**src/rtl/inst_prefetch_queue.sv**
```systemverilog
// -----------------------------------------------------------------------------
// inst_prefetch_queue
//
// FIFO between the Fetch and Decode stages. It absorbs rate mismatch so Fetch
// can run up to DEPTH instructions ahead while Decode stalls. Each entry
// carries its instruction word together with its PC. A taken branch or jump
// raises flush, which discards every buffered entry.
//
// Optional feature: define IQ_BYPASS_EN to enable the empty-queue bypass.
// When the queue is empty, an instruction that Decode accepts in the same cycle
// passes straight from in_* to out_* with zero latency and is never written.
//
// Ports:
//   clk        core clock
//   rst        asynchronous, active-low reset
//   flush      synchronous discard of all entries; overrides push and pop
//   in_valid   Fetch presents an instruction
//   in_ready   queue can accept an entry (depends on registered count only)
//   in_inst    fetched instruction
//   in_pc      PC of the fetched instruction
//   out_valid  head entry is valid for Decode
//   out_ready  Decode consumes the head this cycle
//   out_inst   head instruction (0 when nothing is valid)
//   out_pc     head PC (0 when nothing is valid)
//   count      current occupancy
// -----------------------------------------------------------------------------
module inst_prefetch_queue #(
    parameter int unsigned INST_W = 32,
    parameter int unsigned ADDR_W = 8,
    parameter int unsigned DEPTH  = 4
) (
    input  logic                     clk,
    input  logic                     rst,
    input  logic                     flush,
    input  logic                     in_valid,
    output logic                     in_ready,
    input  logic [INST_W-1:0]        in_inst,
    input  logic [ADDR_W-1:0]        in_pc,
    output logic                     out_valid,
    input  logic                     out_ready,
    output logic [INST_W-1:0]        out_inst,
    output logic [ADDR_W-1:0]        out_pc,
    output logic [$clog2(DEPTH):0]   count
);

    localparam int unsigned PtrW = $clog2(DEPTH);
    localparam logic [PtrW:0] CntFull = (PtrW + 1)'(DEPTH);

    logic [INST_W-1:0] mem_inst [DEPTH];
    logic [ADDR_W-1:0] mem_pc   [DEPTH];

    logic [PtrW-1:0] rd_ptr_q, rd_ptr_d;
    logic [PtrW-1:0] wr_ptr_q, wr_ptr_d;
    logic [PtrW:0]   count_q, count_d;

    logic empty;
    logic bypass;
    logic push;
    logic pop;

    assign empty = (count_q == '0);

`ifdef IQ_BYPASS_EN
    // Only taken when Decode accepts in the same cycle; otherwise the entry is
    // written normally and shows up at the head one cycle later.
    assign bypass = empty && in_valid && out_ready && !flush;
`else
    assign bypass = 1'b0;
`endif

    // A full queue refuses a push even when the head is popped in the same
    // cycle, which keeps in_ready off the out_ready path.
    assign in_ready = (count_q != CntFull);

    assign push = in_valid && in_ready && !flush && !bypass;
    assign pop  = !empty && out_ready && !flush;

    assign count = count_q;

    always_comb begin
        out_valid = 1'b0;
        out_inst  = '0;
        out_pc    = '0;
        if (!empty) begin
            out_valid = 1'b1;
            out_inst  = mem_inst[rd_ptr_q];
            out_pc    = mem_pc[rd_ptr_q];
        end else if (bypass) begin
            out_valid = 1'b1;
            out_inst  = in_inst;
            out_pc    = in_pc;
        end
    end

    always_comb begin
        rd_ptr_d = rd_ptr_q;
        wr_ptr_d = wr_ptr_q;
        count_d  = count_q;
        if (flush) begin
            rd_ptr_d = '0;
            wr_ptr_d = '0;
            count_d  = '0;
        end else begin
            // Pointers wrap naturally because DEPTH is a power of two.
            if (push) begin
                wr_ptr_d = wr_ptr_q + PtrW'(1);
            end
            if (pop) begin
                rd_ptr_d = rd_ptr_q + PtrW'(1);
            end
            unique case ({push, pop})
                2'b10:   count_d = count_q + (PtrW + 1)'(1);
                2'b01:   count_d = count_q - (PtrW + 1)'(1);
                default: count_d = count_q;
            endcase
        end
    end

    always_ff @(posedge clk or negedge rst) begin
        if (!rst) begin
            rd_ptr_q <= '0;
            wr_ptr_q <= '0;
            count_q  <= '0;
        end else begin
            rd_ptr_q <= rd_ptr_d;
            wr_ptr_q <= wr_ptr_d;
            count_q  <= count_d;
        end
    end

    // Storage has no reset; entries are only observable while counted.
    always_ff @(posedge clk) begin
        if (push) begin
            mem_inst[wr_ptr_q] <= in_inst;
            mem_pc[wr_ptr_q]   <= in_pc;
        end
    end

endmodule

```
**config.mk**
```make
export PLATFORM = sky130hd
export DESIGN_NAME = inst_prefetch_queue
export DESIGN_NICKNAME = d
export VERILOG_FILES = /design/src/rtl/inst_prefetch_queue.sv
export SDC_FILE = /design/constraint.sdc
export NUM_CORES = 1
export LEC_CHECK = 0
export BUFFER_PORTS_ARGS = -buffer_cell sky130_fd_sc_hd__buf_4
export CELL_PAD_IN_SITES_DETAIL_PLACEMENT = 1
export CELL_PAD_IN_SITES_GLOBAL_PLACEMENT = 1
export CORE_MARGIN = 2
export CORE_UTILIZATION = 48
export CTS_CLUSTER_SIZE = 30
export DETAILED_ROUTE_END_ITERATION = 10
export GPL_ROUTABILITY_DRIVEN = 0
export GPL_TIMING_DRIVEN = 0
export PLACE_DENSITY = 0.83
export SKIP_LAST_GASP = 1
export SLEW_MARGIN = 20
export SYNTH_ARGS = -nofsm -noshare
export SYNTH_HDL_FRONTEND = slang
export SYNTH_SLANG_ARGS = --single-unit
```
**constraint.sdc**
```tcl
create_clock -name clk -period 3.7 [get_ports clk]
set_clock_uncertainty 0.15 [all_clocks]
set_input_delay 0.74 -clock clk [delete_from_list [all_inputs] [get_ports clk]]
set_output_delay 0.74 -clock clk [all_outputs]
set_load 0.03 [all_outputs]
```
==> results.md, run 1 <==
* Gr ovfl total at 0
* DP HPWL at 8.677 mm
* Synth cell types at 37
* Status: completed
* Hold path startpoint: in_inst[30]
* Leak Pwr at 2.877 nW
* CP Class: reg -> out
* Routed WL at 13.82 mm
* Number of buffers created by CTS at 17
* Syn Nets at 372
* Post_cts resized at 0
* Avg Inst Size Synth at 20.64 um^2
* Worst skew pair latency at 0.42 ns
* Finished layout cell area at 8247 um^2
* Antenna Violating Nets Remaining at 0
* Die area at 14800 um^2
* Total Nets Final at 484
* Most frequent cells in the layout: 160 x edfxtp_1, 89 x buf_4, 40 x mux4_2, 32 x nor2b_1, 17 x clkbuf_16
* Crit path DAT at 2.36 ns
* Initial antenna violation count at 0
* First-pass DRT Iterations at 5
* Final Power at 4.896 mW
* # setup viols final at 0
* Post-synthesis instance total at 322
* CTS tree: done
* Row cnt at 42
* Vias at 3363
* GRT Util Overall at 20.44%
* CP Buf/Inv Count at 3
* Area delta synth->final at 24.10%
* Crit. path cell count at 5
* PortBufs at 88
* Crit-path slowest cell: clkbuf_1
* Top Ports at 90
* Sequential area share after synthesis at 74.94%
* Fin crit period at 3.252 ns
* FF-to-FF path depth at 5
* Number of clock sinks at 167
* Commonest non-fill, non-tap cell in the layout: edfxtp_1
* Post CTS Setup Buffer Count at 0
* First-pass GRT wire length at 21.60 mm
* Antenna Cells at 0
* DRC errors left at 0
* RSZ-0062 raised after global routing: false
* Vias in the first global route at 3738
* Clock Path Buffers at 2
* Slack of the critical path at 0.4476 ns
* Root Buffer: clkbuf_16
* Placed Area at 7611 um^2
* Pin count of the biggest net entering global routing at 26
* WP data required at 2.81 ns
* Reg2Reg Launch Point: count[1]$_DFFE_PN0P_
* Cell area after synthesis at 6645 um^2
* H-tree Lvls at 4
* R2R setup slack at 1.19 ns
* Hold violation total from the final report at 0
* Starting density of the core at 49.59%
* CP Cell Sequence: buf_2 > nor3_2 > clkbuf_1 > and2b_1 > buf_4
* Headroom to the max-slew limit at 62.74%
* PD cells at 593.7 nW/um^2
* Worst path max stage delay at 0.46 ns
* Max Freq at 0.3075 GHz
* Final period util at 87.90%
* Pin slew with the least headroom to its limit at 0.5589 ns
* Avg Vias per Cell at 5.398
* Max-cap violations at 0
* Die X at 121.7 um
* Hold Path Depth at 1
* Fin util at 61.54%
* Clk slew on worst S/H paths at 0.06 ns
* Synth Register Bits at 167
* Share of cells above drive strength 1 at 40.94%
* Worst Setup Start Kind: register
* Worst hold path class: in -> reg
* Die H at 121.7 um
* Endpoint class of the critical path: output port
* Worst r2r dst: mem_inst[2][18]$_DFFE_PP_
* Pre-CTS setup slack at 0.7968 ns
* Max VDD drop at 0.3127 mV
* Wire length per cell at 22.19 um
* Worst-path maximum fanout at 10
* Number of DRC markers in iteration 0 at 207
* Ys Warns at 0
* Core area at 13400 um^2
* Final Max Slew Viols at 0
* Worst Hold End: mem_inst[1][30]$_DFFE_PP_
* Cell family with most CP delay: buffers and inverters
metrics by stage:
step	hold slack (ns)	TNS [ns]	cells
2_1_floorplan	0.2944	0	322
3_3_place_gp	0.4123	-5.167	586
3_5_place_dp	0.4125	0	590
4_1_cts	0.3622	0	623
5_1_grt	0.3566	0	623
6_report	0.3732	0	623
layout make-up:
| class | count | area, um^2 |
|---|---|---|
| Fill cell | 1172 | 5154 |
| Sequential cell | 167 | 4980 |
| Multi-Input combinational cell | 128 | 1508 |
| Timing Repair Buffer | 93 | 750.7 |
| Clock buffer | 18 | 429.2 |
| Tap cell | 176 | 220.2 |
| Clock inverter | 14 | 196.4 |
| Buffer | 20 | 136.4 |
| Inverter | 7 | 26.28 |
power breakdown:
group	internal, mW	switching (mW)	total [mW]	leakage (nW)
Clock	1.14	0.722	1.86	0.299
Sequential	2.14	0.0218	2.16	1.55
Combinational	0.379	0.500	0.879	1.03
Total	3.65	1.24	4.90	2.88
registers in the layout, indices dropped and copies added, names as in the netlist:
name / cells
count: 3
mem_inst: 128
mem_pc: 32
rd_ptr_q: 2
wr_ptr_q: 2
layer usage:
metal	GRT usage, %	wire length [um]
met1	24.90	5511
met2	35.96	7598
met3	5.384	590
met4	6.250	122
met5	0	0
worst max-delay path by stage:
stage                                           to                  from
after global routing                  out_inst[21]  count[0]$_DFFE_PN0P_
final                                 out_inst[21]  count[0]$_DFFE_PN0P_
after global placement    mem_inst[0][1]$_DFFE_PP_              in_valid
after detailed placement  mem_inst[2][4]$_DFFE_PP_              in_valid
after floorplan           mem_inst[0][0]$_DFFE_PP_              in_valid
after CTS                             out_inst[21]  count[0]$_DFFE_PN0P_
cell families (layout without fill, tap and decap cells):
logic type                 count (synthesis)  count (layout)  share of synthesized area (%)
AOI/OAI and AO/OA                         17              17                          1.770
muxes                                     40              40                          13.56
buffers and inverters                     27             152                          2.448
xor gates and xnor gates                   3               3                         0.3955
adders and majority gates                  5               5                          1.054
and+or+nand+nor                           63              63                          5.837
DFF                                      167             167                          74.94
cells in the mapped netlist (all sizes together):
cell / number / area share [%]
edfxtp: 160 / 72
mux4: 40 / 14
nor2b: 32 / 3.0
buf: 17 / 1.9
and2b: 8 / 0.90
dfrtp: 7 / 2.6
inv: 7 / 0.40
nor2: 5 / 0.28
and2: 4 / 0.38
ha: 4 / 0.75
clkbuf: 3 / 0.17
nand2b: 3 / 0.28
nand3: 3 / 0.23
nor3: 3 / 0.30
o21ai: 3 / 0.23
xor2: 3 / 0.40
a211oi: 2 / 0.23
a21oi: 2 / 0.15
nand2: 2 / 0.11
o22ai: 2 / 0.19
a2111oi: 1 / 0.13
a21o: 1 / 0.11
a221oi: 1 / 0.13
a22o: 1 / 0.13
a311oi: 1 / 0.13
a31oi: 1 / 0.094
fa: 1 / 0.30
nor3b: 1 / 0.11
o311ai: 1 / 0.13
o31ai: 1 / 0.11
or3: 1 / 0.094
or3b: 1 / 0.13
repair_timing:
action,4_1_cts,5_1_grt
hold endpoints to repair,7,0
hold buffers,1,0
endpoints found under the setup margin,0,0
No activity file was read; power rests on OpenSTA's default activity.
==> run 2, diff against run 1 <==
Settings changed: CORE_ASPECT_RATIO from default to 1.25, CORE_UTILIZATION 48 to 53, PLACE_DENSITY 0.83 to 0.9.
==> run 2 against run 1 <==
Effect of this change:
- wire length increased by 2.2%
- largest power group unchanged
- worst setup slack improved by 0.020 ns
- register-to-register slack got worse by 0.09 ns
- final area decreased by 0.65%
- global-route usage increased by 1.9 points
- fmax increased by 0.61%
- critical endpoint is now out_inst[24]
- sequential cell count unchanged
==> results.md, run 2 (same netlist as run 1, synthesis figures left out) <==
* GRT Util Overall at 22.34% (+1.9 points)
* Hold violation total from the final report at 0 (unchanged)
* Wire length per cell at 23.13 um (+4.3%)
* Largest register FFs at 128 (unchanged)
* Number of DRC markers in iteration 0 at 225 (+8.7%)
* Area delta synth->final at 23.29%
* Core area at 12220 um^2 (-8.8%)
* Share of cells above drive strength 1 at 40.49% (-0.45 points)
* First-pass GRT wire length at 21.77 mm (+0.77%)
* CP Class: reg -> out
* RSZ-0062 raised after global routing: false
* PD cells at 581.7 nW/um^2 (-2.0%)
* Switching power at 1.249 mW (+0.42%)
* Slack of the critical path at 0.4673 ns (+0.01967 ns)
* Placed Area at 7604 um^2 (about the same)
* Number of buffers created by CTS at 17 (unchanged)
* DRC errors left at 0 (unchanged)
* Total Nets Final at 484 (unchanged)
* H-tree Lvls at 4 (unchanged)
* Antenna Cells at 0 (unchanged)
* Commonest non-fill, non-tap cell in the layout: edfxtp_1
* Root Buffer: clkbuf_16
* Routed WL at 14.13 mm (+2.2%)
* Clock Path Buffers at 2 (unchanged)
* Number of clock sinks at 167 (unchanged)
* Largest reg by FF count: mem_inst
* Row cnt at 45 (+7.1%)
* Worst Setup Start Kind: register
* Worst skew pair latency at 0.42 ns (about the same)
* Initial antenna violation count at 0 (unchanged)
* Final period util at 87.37% (-0.53 points)
* Max VDD drop at 0.3756 mV (+20%)
* Final Max Slew Viols at 0 (unchanged)
* Endpoint class of the critical path: output port
* Clk slew on worst S/H paths at 0.06 ns (about the same)
* DP HPWL at 9.261 mm (+6.7%)
* Die area at 13460 um^2 (-9.1%)
* Status: completed
* CTS tree: done
* Final hold slack at 0.3623 ns (-0.01088 ns)
* Antenna Violating Nets Remaining at 0 (unchanged)
* Die H at 129.2 um (+6.2%)
* Leak Pwr at 2.862 nW (-0.53%)
* Comb power frac at 18.6% (+0.6 points)
* Pre-CTS setup slack at 0.8260 ns (+0.02918 ns)
* Gr ovfl total at 0 (unchanged)
* PortBufs at 88 (unchanged)
* Most frequent cells in the layout: 160 x edfxtp_1, 89 x buf_4, 40 x mux4_2, 32 x nor2b_1, 17 x clkbuf_16
* WP data required at 2.81 ns (about the same)
* Pin count of the biggest net entering global routing at 28 (+7.7%)
* Fin crit period at 3.233 ns (-0.01967 ns)
* Starting density of the core at 54.39% (+4.8 points)
* Filler cells at 1040 (-11%)
* Max Freq at 0.3093 GHz (+0.61%)
* # setup viols final at 0 (unchanged)
* Worst-path maximum fanout at 10 (unchanged)
* Crit path DAT at 2.34 ns (-0.02 ns)
* Headroom to the max-slew limit at 54.30% (-8.4 points)
* Die X at 104.2 um (-14%)
* First-pass DRT Iterations at 4 (-1)
* Sw Ratio at 26.21% (+0.81 points)
* Worst hold path class: in -> reg
* Vias in the first global route at 3831 (+2.5%)
* Avg Vias per Cell at 5.601 (+3.8%)
* Register share of total power at 45.3% (+1.2 points)
* Pin slew with the least headroom to its limit at 0.6855 ns (+0.1267 ns)
* Top Ports at 90 (unchanged)
* Vias at 3422 (+1.8%)
* Max-cap violations at 0 (unchanged)
* Clock power frac at 36.1% (-1.9 points)
* Finished layout cell area at 8193 um^2 (-0.65%)
* Fin util at 67.06% (+5.5 points)
* Pint at 3.517 mW (-3.7%)
run 2: worst max-delay path, cell delays in order (launching register included):
cell      delay [ns]
dfrtp_1         0.45
buf_2           0.22
nor3_2          0.40
clkbuf_1        0.43
and2b_1         0.26
buf_4           0.17
run 2: layout make-up:
| cell class | count | area [um^2] | area share (%) |
|---|---|---|---|
| repair buffers | 93 | 758.2 | 9.255 |
| plain buffers | 20 | 136.4 | 1.665 |
| well taps | 164 | 205.2 | 2.505 |
| flip-flops and latches | 167 | 4980 | 60.78 |
| multi-input cells | 128 | 1508 | 18.40 |
| inverters | 7 | 26.28 | 0.3207 |
| clock inverters | 14 | 150.1 | 1.833 |
| clock buffers | 18 | 429.2 | 5.238 |
run 2: path summary, 6_finish.rpt:
path / to / from / cells past startpoint / slack [ns]
max in group asynchronous: rd_ptr_q[1]$_DFFE_PN0P_ / rst / 2 / 2.73
min: mem_inst[3][26]$_DFFE_PP_ / in_inst[26] / 1 / 0.36
min reg2reg: wr_ptr_q[1]$_DFFE_PN0P_ / wr_ptr_q[1]$_DFFE_PN0P_ / 2 / 0.47
max reg2reg: count[1]$_DFFE_PN0P_ / count[0]$_DFFE_PN0P_ / 6 / 1.10
min in group asynchronous: wr_ptr_q[1]$_DFFE_PN0P_ / rst / 2 / 0.53
max: out_inst[24] / count[0]$_DFFE_PN0P_ / 5 / 0.47
run 2: power groups by stage:
stage | Sequential [mW] | Combinational (mW) | Clock [mW]
after floorplan | 2.20 | 0.565 | 0
after global placement | 2.19 | 0.850 | 0
after global routing | 2.16 | 0.941 | 1.81
final | 2.16 | 0.885 | 1.72
after detailed placement | 2.20 | 0.888 | 0
after CTS | 2.16 | 0.897 | 1.74
run 2: routing by layer:
layer | global-route usage (%) | vias up | share of wire (%) | wire [um]
met1 | 26.64 | 1785 | 38 | 5429
met2 | 40.05 | 109 | 56 | 7911
met4 | 10.65 | 0 | 1.7 | 235
li1 | - | 1512 | - | -
met5 | 0 | - | 0 | 0
met3 | 3.773 | 16 | 3.9 | 558
run 2: per-stage QoR:
stage	total power, mW	cells	TNS (ns)
after global placement	3.044	574	-0.02309
final	4.765	611	0
after floorplan	2.765	322	0
after global routing	4.909	611	0
after CTS	4.795	611	0
after detailed placement	3.088	578	0
run 2: what timing repair did:
| item | 4_1_cts | 5_1_grt |
|---|---|---|
| resized for setup | 0 | 0 |
| setup buffers | 0 | 0 |
| hold endpoints to repair | 7 | 0 |
| hold buffers | 1 | 0 |
